`src/rtl/dma_addr_gen_mc_if.sv`:
```
// Microsequencer-side bus of the multi-channel DMA address generator.
interface dma_addr_gen_mc_if #(
   parameter int unsigned WIDTH = 8,
   parameter int unsigned NCH   = 2,
   parameter int unsigned CHW   = (NCH > 1) ? $clog2(NCH) : 1
);
   logic [2:0]       instr;
   logic [CHW-1:0]   ch_sel;
   logic [WIDTH-1:0] datain;
   logic [WIDTH-1:0] dataout;
   logic             oedata;
   logic             cina;
   logic             cinw;
   logic [WIDTH-1:0] address;
   logic             cona;
   logic             conw;
   logic             done;
   logic [NCH-1:0]   done_vec;

   // Sequencer drives instructions and count enables
   modport master (
      output instr, ch_sel, datain, cina, cinw,
      input  dataout, oedata, address, cona, conw, done, done_vec
   );

   // Address generator responds
   modport slave (
      input  instr, ch_sel, datain, cina, cinw,
      output dataout, oedata, address, cona, conw, done, done_vec
   );
endinterface

```
`src/rtl/dma_addr_gen_mc.sv`:
```
// Multi-channel am2940-style DMA address / word-count generator with
// per-channel done flags, count inhibit at done and optional auto-reload.
module dma_addr_gen_mc #(
   parameter int unsigned WIDTH = 8,
   parameter int unsigned NCH   = 2,
   parameter int unsigned CHW   = (NCH > 1) ? $clog2(NCH) : 1
) (
   input  logic                clk,
   input  logic                rst_n,
   dma_addr_gen_mc_if.slave    bus
);

   localparam logic [2:0] I_WRCR   = 3'd0;
   localparam logic [2:0] I_RDCR   = 3'd1;
   localparam logic [2:0] I_RDWC   = 3'd2;
   localparam logic [2:0] I_RDAC   = 3'd3;
   localparam logic [2:0] I_REINIT = 3'd4;
   localparam logic [2:0] I_LDAD   = 3'd5;
   localparam logic [2:0] I_LDWC   = 3'd6;
   localparam logic [2:0] I_ENCT   = 3'd7;

   logic [3:0]       cr_q [NCH];
   logic [3:0]       cr_d [NCH];
   logic [WIDTH-1:0] ar_q [NCH];
   logic [WIDTH-1:0] ar_d [NCH];
   logic [WIDTH-1:0] ac_q [NCH];
   logic [WIDTH-1:0] ac_d [NCH];
   logic [WIDTH-1:0] wr_q [NCH];
   logic [WIDTH-1:0] wr_d [NCH];
   logic [WIDTH-1:0] wc_q [NCH];
   logic [WIDTH-1:0] wc_d [NCH];

   logic [NCH-1:0]   done_c;
   logic             sel_valid_c;
   logic [3:0]       sel_cr_c;
   logic [WIDTH-1:0] sel_ac_c;
   logic [WIDTH-1:0] sel_wc_c;
   logic             sel_done_c;
   logic             sel_cnt_c;

   // Word counter step: mode 0 down, modes 1/3 up, mode 2 hold
   function automatic logic [WIDTH-1:0] wc_step(input logic [1:0] mode,
                                                input logic [WIDTH-1:0] wc);
      case (mode)
         2'd0:    wc_step = wc - WIDTH'(1);
         2'd2:    wc_step = wc;
         default: wc_step = wc + WIDTH'(1);
      endcase
   endfunction

   // Done flag per channel, derived from current register contents
   always_comb begin
      for (int unsigned i = 0; i < NCH; i++) begin
         case (cr_q[i][1:0])
            2'd0:    done_c[i] = (wc_q[i] == '0);
            2'd1:    done_c[i] = (wc_q[i] == wr_q[i]);
            2'd2:    done_c[i] = (ac_q[i] == wr_q[i]);
            default: done_c[i] = 1'b0;
         endcase
      end
   end

   // Select the addressed channel; out-of-range selects read as zero
   always_comb begin
      sel_valid_c = (32'(bus.ch_sel) < NCH);
      sel_cr_c    = '0;
      sel_ac_c    = '0;
      sel_wc_c    = '0;
      sel_done_c  = 1'b0;
      for (int unsigned i = 0; i < NCH; i++) begin
         if (sel_valid_c && (bus.ch_sel == CHW'(i))) begin
            sel_cr_c   = cr_q[i];
            sel_ac_c   = ac_q[i];
            sel_wc_c   = wc_q[i];
            sel_done_c = done_c[i];
         end
      end
      sel_cnt_c = sel_valid_c && (bus.instr == I_ENCT) && !sel_done_c;
   end

   // Next-state for every channel; only the addressed one may change
   always_comb begin
      for (int unsigned i = 0; i < NCH; i++) begin
         cr_d[i] = cr_q[i];
         ar_d[i] = ar_q[i];
         ac_d[i] = ac_q[i];
         wr_d[i] = wr_q[i];
         wc_d[i] = wc_q[i];
         if (sel_valid_c && (bus.ch_sel == CHW'(i))) begin
            case (bus.instr)
               I_WRCR: cr_d[i] = bus.datain[3:0];
               I_REINIT: begin
                  ac_d[i] = ar_q[i];
                  wc_d[i] = (cr_q[i][1:0] == 2'd0) ? wr_q[i] : '0;
               end
               I_LDAD: begin
                  ar_d[i] = bus.datain;
                  ac_d[i] = bus.datain;
               end
               I_LDWC: begin
                  wr_d[i] = bus.datain;
                  wc_d[i] = (cr_q[i][1:0] == 2'd0) ? bus.datain : '0;
               end
               I_ENCT: begin
                  if (!done_c[i]) begin
                     if (bus.cina) begin
                        ac_d[i] = cr_q[i][2] ? ac_q[i] - WIDTH'(1)
                                             : ac_q[i] + WIDTH'(1);
                     end
                     if (bus.cinw) begin
                        wc_d[i] = wc_step(cr_q[i][1:0], wc_q[i]);
                     end
                  end else if (cr_q[i][3] && (bus.cina || bus.cinw)) begin
                     ac_d[i] = ar_q[i];
                     wc_d[i] = (cr_q[i][1:0] == 2'd0) ? wr_q[i] : '0;
                  end
               end
               default: ;
            endcase
         end
      end
   end

   // Channel register file with asynchronous clear
   always_ff @(posedge clk or negedge rst_n) begin
      if (!rst_n) begin
         for (int unsigned i = 0; i < NCH; i++) begin
            cr_q[i] <= '0;
            ar_q[i] <= '0;
            ac_q[i] <= '0;
            wr_q[i] <= '0;
            wc_q[i] <= '0;
         end
      end else begin
         for (int unsigned i = 0; i < NCH; i++) begin
            cr_q[i] <= cr_d[i];
            ar_q[i] <= ar_d[i];
            ac_q[i] <= ac_d[i];
            wr_q[i] <= wr_d[i];
            wc_q[i] <= wc_d[i];
         end
      end
   end

   // Combinational read path and carry outputs for the addressed channel
   always_comb begin
      bus.dataout = '0;
      bus.oedata  = 1'b0;
      if (sel_valid_c) begin
         case (bus.instr)
            I_RDCR: begin
               bus.dataout = WIDTH'(sel_cr_c);
               bus.oedata  = 1'b1;
            end
            I_RDWC: begin
               bus.dataout = sel_wc_c;
               bus.oedata  = 1'b1;
            end
            I_RDAC: begin
               bus.dataout = sel_ac_c;
               bus.oedata  = 1'b1;
            end
            default: ;
         endcase
      end
      bus.cona = sel_cnt_c && bus.cina &&
                 (sel_cr_c[2] ? (sel_ac_c == '0) : (sel_ac_c == '1));
      case (sel_cr_c[1:0])
         2'd0:    bus.conw = sel_cnt_c && bus.cinw && (sel_wc_c == '0);
         2'd2:    bus.conw = 1'b0;
         default: bus.conw = sel_cnt_c && bus.cinw && (sel_wc_c == '1);
      endcase
   end

   assign bus.address  = sel_ac_c;
   assign bus.done     = sel_done_c;
   assign bus.done_vec = done_c;

endmodule

```
`src/flat_wrapper.sv`:
```
// flat-port wrapper written by rule: the top's interface ports become plain ports
module dma_addr_gen_mc_flat 
#(
   parameter int unsigned WIDTH = 8,
   parameter int unsigned NCH   = 2,
   parameter int unsigned CHW   = (NCH > 1) ? $clog2(NCH) : 1
)
  (clk, rst_n, bus_instr, bus_ch_sel, bus_datain, bus_cina, bus_cinw, bus_dataout, bus_oedata, bus_address, bus_cona, bus_conw, bus_done, bus_done_vec);
  dma_addr_gen_mc_if #(.WIDTH(WIDTH), .NCH(NCH), .CHW(CHW)) bus_i ();
  input  logic clk;
  input  logic rst_n;
  input wire logic [$bits(bus_i.instr)-1:0] bus_instr;
  input wire logic [$bits(bus_i.ch_sel)-1:0] bus_ch_sel;
  input wire logic [$bits(bus_i.datain)-1:0] bus_datain;
  input wire logic [$bits(bus_i.cina)-1:0] bus_cina;
  input wire logic [$bits(bus_i.cinw)-1:0] bus_cinw;
  output wire logic [$bits(bus_i.dataout)-1:0] bus_dataout;
  output wire logic [$bits(bus_i.oedata)-1:0] bus_oedata;
  output wire logic [$bits(bus_i.address)-1:0] bus_address;
  output wire logic [$bits(bus_i.cona)-1:0] bus_cona;
  output wire logic [$bits(bus_i.conw)-1:0] bus_conw;
  output wire logic [$bits(bus_i.done)-1:0] bus_done;
  output wire logic [$bits(bus_i.done_vec)-1:0] bus_done_vec;
  assign bus_i.instr = bus_instr;
  assign bus_i.ch_sel = bus_ch_sel;
  assign bus_i.datain = bus_datain;
  assign bus_i.cina = bus_cina;
  assign bus_i.cinw = bus_cinw;
  assign bus_dataout = bus_i.dataout;
  assign bus_oedata = bus_i.oedata;
  assign bus_address = bus_i.address;
  assign bus_cona = bus_i.cona;
  assign bus_conw = bus_i.conw;
  assign bus_done = bus_i.done;
  assign bus_done_vec = bus_i.done_vec;
  dma_addr_gen_mc #(.WIDTH(WIDTH), .NCH(NCH), .CHW(CHW)) u_core (.clk(clk), .rst_n(rst_n), .bus(bus_i));
endmodule
```
`config.mk`:
```
export PLATFORM = sky130hd
export DESIGN_NAME = dma_addr_gen_mc_flat
export DESIGN_NICKNAME = d
export VERILOG_FILES = /design/src/rtl/dma_addr_gen_mc_if.sv /design/src/rtl/dma_addr_gen_mc.sv /design/src/flat_wrapper.sv
export SDC_FILE = /design/constraint.sdc
export NUM_CORES = 1
export LEC_CHECK = 0
export CAP_MARGIN = 15
export CELL_PAD_IN_SITES_DETAIL_PLACEMENT = 1
export CELL_PAD_IN_SITES_GLOBAL_PLACEMENT = 2
export CORE_AREA = 3 3 136 138
export DETAILED_ROUTE_END_ITERATION = 10
export DIE_AREA = 0 0 139 141
export GPL_TIMING_DRIVEN = 0
export PLACE_DENSITY_LB_ADDON = 0.1
export SLEW_MARGIN = 20
export SYNTH_ARGS = -nofsm -noshare
export SYNTH_HDL_FRONTEND = slang
export SYNTH_SLANG_ARGS = --single-unit
```
`constraint.sdc`:
```
create_clock -name clk -period 2.9 [get_ports clk]
set_clock_uncertainty 0.15 [all_clocks]
set_input_delay 0.29 -clock clk [delete_from_list [all_inputs] [get_ports clk]]
set_output_delay 0.29 -clock clk [all_outputs]
set_load 0.1 [all_outputs]
```
* Word level (Yosys, flattened, before mapping) *
Cells that the tools add are included.

storage, ports and cells
  flip-flop bits (word level) = 72

cells by class
  $add $sub $neg = 8
  eq/ne operators = 26
  multiplexer cells = 34
  bitwise gates (word level) = 1
  reduce and logical (&&, ||, !) cells = 31

operator list
  operator               number
  $mux W8                20
  $pmux W8 S3            5
  $add A8 B1 Y8 const B  4
  $eq A8 B8 Y1           4
  $logic_not A8 Y1       4
  $pmux W8 S2            2
  $sub A8 B1 Y8 const B  4
  $ne A3 B3 Y1 const B   8
  $eq A8 B8 Y1 const B   2
  $eq A3 B3 Y1 const B   4
  $reduce_and A2 Y1      6
  $reduce_and A5 Y1      2
  $logic_and A1 B1 Y1    8
  $reduce_and A4 Y1      2
  $eq A2 B2 Y1 const B   3
  $eq A3 B2 Y1 const B   2
  $logic_not A2 Y1       3
  $pmux W1 S3            2
  $reduce_bool A3 Y1     2
  $eq A2 B1 Y1 const B   2
  $mux W4                1
  $eq A3 B1 Y1 const B   1
  $logic_not A3 Y1       1
  $mux W1                3
  5 further kinds        5

* Logic depth before layout (Yosys ltp) *
  depth in word-level cells = 8
  gate-level depth with buffers = 12

* Worst setup path before layout *
Ideal clock, no wire load.

  kind = reg-to-output
  from = register u_core.cr_q[0] (netlist bit)
  to = output bus_conw
  arrival = 6,132 ps
  setup slack = -3,672 ps
  cell stages (with the launch flop) = 13
  buffers on the path = 2
  path through = dfrtp_1 inv_1 ha_1 buf_6 mux2i_1 mux2i_1 nor4_2 a21oi_2 inv_2 buf_6 nand2_1 o21ai_0 nor4_1

on the way
  longest elaborated chain between the ends = 8
  elaborated cells on any way between the ends = 14
  those cells by class = eq/ne: 3; mux: 4; reduce/logical: 7

ends and longest elaborated chain
  element                                        line                                            text
  start: declaration                             dma_addr_gen_mc.sv:22                           logic [3:0] cr_q [NCH];
  start signal: indexed assignment               dma_addr_gen_mc.sv:136                          cr_q[i] <= cr_d[i];
  $eq A2 B2 Y1 (tied with other cells)           dma_addr_gen_mc.sv:54                           case (cr_q[i][1:0])
  $pmux W1 S3 (*)                                dma_addr_gen_mc.sv:54
  net bus_done_vec[1]                            flat_wrapper.sv:23                              output wire logic [$bits(bus_i.done_vec)-1:0] bus_done_vec;
  $mux W1 (*)                                    dma_addr_gen_mc.sv:71                           if (sel_valid_c && (bus.ch_sel == CHW'(i))) begin
  net bus_done                                   flat_wrapper.sv:22                              output wire logic [$bits(bus_i.done)-1:0] bus_done;
  $logic_not A1 Y1 (*)                           dma_addr_gen_mc.sv:78                           sel_cnt_c = sel_valid_c && (bus.instr == I_ENCT) && !sel_done_c;
  $logic_and A1 B1 Y1 (*)                        dma_addr_gen_mc.sv:78
  $logic_and A1 B1 Y1 (*)                        dma_addr_gen_mc.sv:169, dma_addr_gen_mc.sv:171
  $logic_and A1 B1 Y1, on equally long branches  dma_addr_gen_mc.sv:171, dma_addr_gen_mc.sv:169
  $pmux W1 S2 (*)                                dma_addr_gen_mc.sv:168                          case (sel_cr_c[1:0])
  end: declaration                               flat_wrapper.sv:21                              output wire logic [$bits(bus_i.conw)-1:0] bus_conw;

Mark *: on every way through the listed nets, which the timed path passes. The rest lies on a longest branch.

* Final worst setup path *
  from = input bus_instr[2]
  to = output bus_conw

on the way
  longest elaborated chain between the ends = 5
  elaborated cells on any way between the ends = 6
  those cells by class = eq/ne: 1; mux: 1; reduce/logical: 4

ends and longest elaborated chain
  element                                        line                                            text
  start: declaration                             flat_wrapper.sv:12                              input wire logic [$bits(bus_i.instr)-1:0] bus_instr;
  $eq A3 B3 Y1 (*)                               dma_addr_gen_mc.sv:78
  $logic_and A1 B1 Y1 (*)                        dma_addr_gen_mc.sv:78
  $logic_and A1 B1 Y1 (*)                        dma_addr_gen_mc.sv:169, dma_addr_gen_mc.sv:171
  $logic_and A1 B1 Y1, on equally long branches  dma_addr_gen_mc.sv:171, dma_addr_gen_mc.sv:169
  $pmux W1 S2 (*)                                dma_addr_gen_mc.sv:168

Every way passes the cells marked *; elsewhere a longest branch is shown, timed or not.

==> PnR_summary.wiki <==
{| class="wikitable"
! Metric !! Value
|-
| Fraction of the yosys area taken by sequential cells || about 30%
|-
| Grt total ovfl || 0
|-
| Final Hold Slack || 0.2622 ns
|-
| Drt drc || 0
|-
| HPWL after detailed placement || 17430 um
|-
| Final antenna-violating net count || 0
|-
| Antenna diode count || 0
|-
| Total CTS buffers || 9
|-
| Pin count of the biggest net entering global routing || 47
|-
| Share of layout cells above drive strength 1 || 29.88%
|-
| Synth Warn # || 0
|-
| # rows || between 40 and 50
|-
| Total Routing Usage GR || around a quarter
|-
| Largest delay contributor family on the critical path || buffers and inverters
|-
| Clock insertion delay at the later pin of the skew report || roughly 0.35 ns
|-
| Clock period minus worst slack || ~3.2 ns
|-
| Die area || between 15000 and 20000 um2
|-
| Violations in the final reports || setup timing
|-
| Relative area change from synthesis to final layout || 29.28%
|-
| FF+latch count, synth || just over 70
|-
| Share of synthesized registers carrying an async set or reset || 100.0%
|-
| Longest individual stage delay on the worst path || around 0.63 ns
|-
| Worst-path cell with the longest stage delay || clkdlybuf4s50_1
|-
| Result of the run || finished, violations left
|-
| WL/cell || 24.48 um
|-
| Kind of end point of the critical path || output port
|-
| Critical-path maximum fanout || 10
|-
| Nature of the critical path startpoint || primary input
|-
| Data required, critical path || 2.46 ns
|-
| Core Footprint || around 17000 um2
|-
| Commonest cells after routing, fill and taps aside || dfrtp_1, nand2_1, mux2_2, buf_4, o21ai_0
|-
| Bufs and invs on worst path || 3
|-
| Worst-path cell chain || clkdlybuf4s50_1 > and2_1 > nand2_1 > clkbuf_1 > nor4_4 > buf_6
|-
| Post-Syn Nets || ~700
|-
| DP Worst Slack || -1.219 ns
|-
| FMAX || 309.9 MHz
|-
| Remaining max-slew budget at the tightest pin || between 30% and 40%
|-
| Number of flops mapped to enable cells by yosys || 0
|-
| Average vias per placed instance || 5.813
|-
| Post-layout net count || 790
|-
| Clock buffer depth || 2
|-
| Clock root buffer master || clkbuf_16
|-
| Static leakage || 0.003216 uW
|-
| Most common library cell in the layout ignoring fill and taps || dfrtp_1
|-
| IO Pins || 38
|-
| Aggregate routed wire length || about 24000 um
|-
| Number of distinct library cell variants in the gate-level netlist after synthesis || 75
|-
| Setup slack of the critical path after layout || -0.3273 ns
|-
| Clock slew at the register clock pins of the worst setup and hold paths || around 0.060 ns
|-
| First-pass GRT wire length || about 36000 um
|-
| Weighted congestion reported at the end of routability-driven placement || 0.8877
|-
| 1st-pass router iterations || 6
|-
| Ratio of total power to cell area || between 800 and 900 nW/um2
|-
| Post-Syn Area per Cell || between 9 and 10 um2
|-
| Top_reg_cell synth || dfrtp_1
|-
| Number of H-tree branching levels || 3
|-
| Number of instances in the synthesized netlist || 653
|-
| Transition time of the tightest slew-check pin || ~0.97 ns
|-
| Width of the chip || between 100 and 150 um
|-
| R2R setup slack || -0.27 ns
|-
| Critical path class || primary input to output port
|-
| Number of design-rule violations left by the first detailed-router iteration || ~360
|-
| Vias in the first global route || 6014
|-
| Cell area after synthesis || a little over 6000 um2
|-
| Maximum vdd ir drop || approximately 0.00039 V
|-
| Endpoints failing setup || 25
|-
| Initial antenna violation count || 0
|-
| CTS tree || done
|-
| Floorplan die height || 141 um
|-
| Setup repair after global routing missed its margin || true
|-
| Worst Path Arrival || about 2.8 ns
|-
| Maximum capacitance violations || 0
|-
| Final Hold Vio Count || 0
|-
| Vias || roughly 5600
|-
| Final worst-path cycle share || 111.3%
|-
| Clock sink total || a little over 70
|-
| Count of port buffers added during placement || 30
|-
| Hold/Removal Path Class || primary input to async pin
|-
| Effective utilization at floorplan || 34.91%
|-
| Slew Limit Fails || 0
|}
cells in the mapped netlist, types with 18 or more instances:
cell	n	area, um2
xnor2_1	24	210.2
dfrtp_1	72	1802
ha_1	31	387.9
o21ai_0	41	205.2
nand2_1	48	180.2
a21oi_1	37	185.2
mux2_2	49	551.8
mux2i_1	37	370.4
clkbuf_1	18	67.56
inv_1	32	120.1
nor2_1	35	131.4
final timing paths:
path                                startpoint               to  cells past startpoint
min in group clk                  bus_instr[1]   u_core.cr_q[6]                      3
max in group asynchronous                rst_n  u_core.wr_q[15]                      3
worst max register to register  u_core.cr_q[0]   u_core.wc_q[2]                     15
worst min register to register  u_core.ar_q[5]   u_core.ar_q[5]                      1
worst max-delay path              bus_instr[2]         bus_conw                      6
worst min-delay path                     rst_n   u_core.ar_q[7]                      2
flip-flops by register name, summed over array words and instances (netlist names):
signal,count
u_core.ac_q,16
u_core.ar_q,16
u_core.cr_q,8
u_core.wc_q,16
u_core.wr_q,16
timing repair:
| action | in CTS | in global routing |
|---|---|---|
| gates resized for setup | 114 | 48 |
| buffers inserted | 30 | 19 |
| hold endpoints to repair | 26 | 0 |
| pin swaps | 24 | 24 |
| hold buffers | 1 | 0 |
| endpoints found under the setup margin | 47 | 41 |
cells by family after synthesis:
kind of cell	count (synthesis)	synth area share [%]
fa+ha+maj	35	7.750
xor+xnor	31	4.496
mux	96	17.39
compound gates	182	20.45
buf+inv	71	5.139
flops	72	29.84
simple gates	166	14.94
power breakdown:
group | switching [uW] | internal, uW
Sequential | 490 | 1260
Clock | 453 | 685
Combinational | 2000 | 1580
layout make-up:
cell class	instances	area, um2
Fill cell	1949	9490
Multi-Input combinational cell	510	4349
Sequential cell	72	1803
Timing Repair Buffer	80	775.7
Tap cell	225	281.5
Clock buffer	12	246.5
Buffer	32	168.9
Inverter	34	138.9
Clock inverter	3	42.54
metal layers:
metal | wire, um | up-vias | GRT usage [%] | share of wire [%]
li1 | - | 2598 | - | -
met1 | 11080 | 2878 | 32.64 | 47
met2 | 11270 | 126 | 39.96 | 48
met3 | 677 | 25 | 2.239 | 2.9
met4 | 663 | 0 | 9.166 | 2.8
met5 | 0 | - | 0 | 0
through the flow:
| step | instances | total power [uW] | area, um2 | TNS [ns] | utilization (%) |
|---|---|---|---|---|---|
| final | 968 | 6466 | 7806 | -3.140 | 45.13 |
| after global placement | 908 | 4777 | 6735 | -114.03 | 38.94 |
| after global routing | 968 | 6883 | 7806 | -6.854 | 45.13 |
| after floorplan | 653 | 3981 | 6153 | -3.482 | - |
| after CTS | 953 | 6263 | 7515 | -3.545 | 43.45 |
| after detailed placement | 909 | 4874 | 6771 | -15.73 | 39.15 |
No activity file was read; power rests on OpenSTA's default activity.
==> variant, RTL diff (same settings) <==
`NCH` is set to 2 in 3 places; all go to 4.
--- a/src/rtl/dma_addr_gen_mc_if.sv
+++ b/src/rtl/dma_addr_gen_mc_if.sv
@@ -1,7 +1,7 @@
 // Microsequencer-side bus of the multi-channel DMA address generator.
 interface dma_addr_gen_mc_if #(
    parameter int unsigned WIDTH = 8,
-   parameter int unsigned NCH   = 2,
+   parameter int unsigned NCH   = 4,
    parameter int unsigned CHW   = (NCH > 1) ? $clog2(NCH) : 1
 );
    logic [2:0]       instr;
--- a/src/rtl/dma_addr_gen_mc.sv
+++ b/src/rtl/dma_addr_gen_mc.sv
@@ -2,7 +2,7 @@
 // per-channel done flags, count inhibit at done and optional auto-reload.
 module dma_addr_gen_mc #(
    parameter int unsigned WIDTH = 8,
-   parameter int unsigned NCH   = 2,
+   parameter int unsigned NCH   = 4,
    parameter int unsigned CHW   = (NCH > 1) ? $clog2(NCH) : 1
 ) (
    input  logic                clk,
--- a/src/flat_wrapper.sv
+++ b/src/flat_wrapper.sv
@@ -2,7 +2,7 @@
 module dma_addr_gen_mc_flat 
 #(
    parameter int unsigned WIDTH = 8,
-   parameter int unsigned NCH   = 2,
+   parameter int unsigned NCH   = 4,
    parameter int unsigned CHW   = (NCH > 1) ? $clog2(NCH) : 1
 )
   (clk, rst_n, bus_instr, bus_ch_sel, bus_datain, bus_cina, bus_cinw, bus_dataout, bus_oedata, bus_address, bus_cona, bus_conw, bus_done, bus_done_vec);
Ports: changed (resized bus_ch_sel and bus_done_vec); port bits go from 38 to 41. The function was not compared with the original's and may differ.
==> variant against the original RTL <==
The flow now stops in global placement without I/O; synthesized area grew 84%.
==> variant: results (changes against the original RTL) <==
<table>
<tr><th>Metric</th><th>Value</th></tr>
<tr><th colspan="2">Outcome</th></tr>
<tr><td>Result of the run</td><td>did not finish (was finished, violations left)</td></tr>
<tr><td>Stage at which the flow ended</td><td>global placement without I/O</td></tr>
<tr><td>Run-stopping error</td><td>[ERROR FLW-0024] Place density exceeds 1.0 (current PLACE_DENSITY_LB_ADDON =  0.1). Please check if the value of  PLACE_DENSITY_LB_ADDON is between 0 and 0.99.</td></tr>
<tr><th colspan="2">Synthesis</th></tr>
<tr><td>Count of distinct cell types in the synthesized netlist</td><td>70 (was 75)</td></tr>
<tr><td>Top cells by instance count after synthesis</td><td>sky130_fd_sc_hd__dfrtp_1, sky130_fd_sc_hd__nor2_1, sky130_fd_sc_hd__nand2_1 (was sky130_fd_sc_hd__dfrtp_1, sky130_fd_sc_hd__mux2_2, sky130_fd_sc_hd__nand2_1)</td></tr>
<tr><td>Number of flip-flops and latches in the synthesized netlist</td><td>144 (was 72)</td></tr>
<tr><td>Synth Net Count</td><td>1239 (was 704)</td></tr>
<tr><td>Share of async-settable or async-resettable flops after synthesis</td><td>100% (unchanged)</td></tr>
<tr><td>Cell types with the largest area share after synthesis</td><td>sky130_fd_sc_hd__dfrtp_1, sky130_fd_sc_hd__mux2_2, sky130_fd_sc_hd__ha_1, sky130_fd_sc_hd__mux4_2, sky130_fd_sc_hd__mux2i_1 (was sky130_fd_sc_hd__dfrtp_1, sky130_fd_sc_hd__mux2_2, sky130_fd_sc_hd__ha_1, sky130_fd_sc_hd__mux2i_1, sky130_fd_sc_hd__xnor2_1)</td></tr>
<tr><td>Number of warnings issued by yosys</td><td>0 (unchanged)</td></tr>
<tr><td>Part of the Yosys area used for sequential elements</td><td>32.4% (was 29.8%)</td></tr>
<tr><td>Post-synthesis area per instance</td><td>9.63 um2 (was 9.25 um2)</td></tr>
</table>
-- variant: cell types whose count changed after synthesis, moves of 32 or more --
cell and delta:
sky130_fd_sc_hd__dfrtp_1 +72, sky130_fd_sc_hd__nor2_1 +60, sky130_fd_sc_hd__a21oi_1 +40, sky130_fd_sc_hd__nand2_1 +34
sky130_fd_sc_hd__xor2_1 +33, sky130_fd_sc_hd__mux2_2 +32
-- variant: cell families after synthesis --
family | after synthesis | share of synthesized area (%)
AO/OA/AOI/OAI | 315 | 20.0
AND/OR/NAND/NOR | 306 | 13.1
flip-flops | 144 | 32.4
multiplexers | 142 | 16.1
buffers and inverters | 101 | 4.10
XOR/XNOR | 76 | 5.99
adder cells (fa/ha/maj) | 69 | 8.31
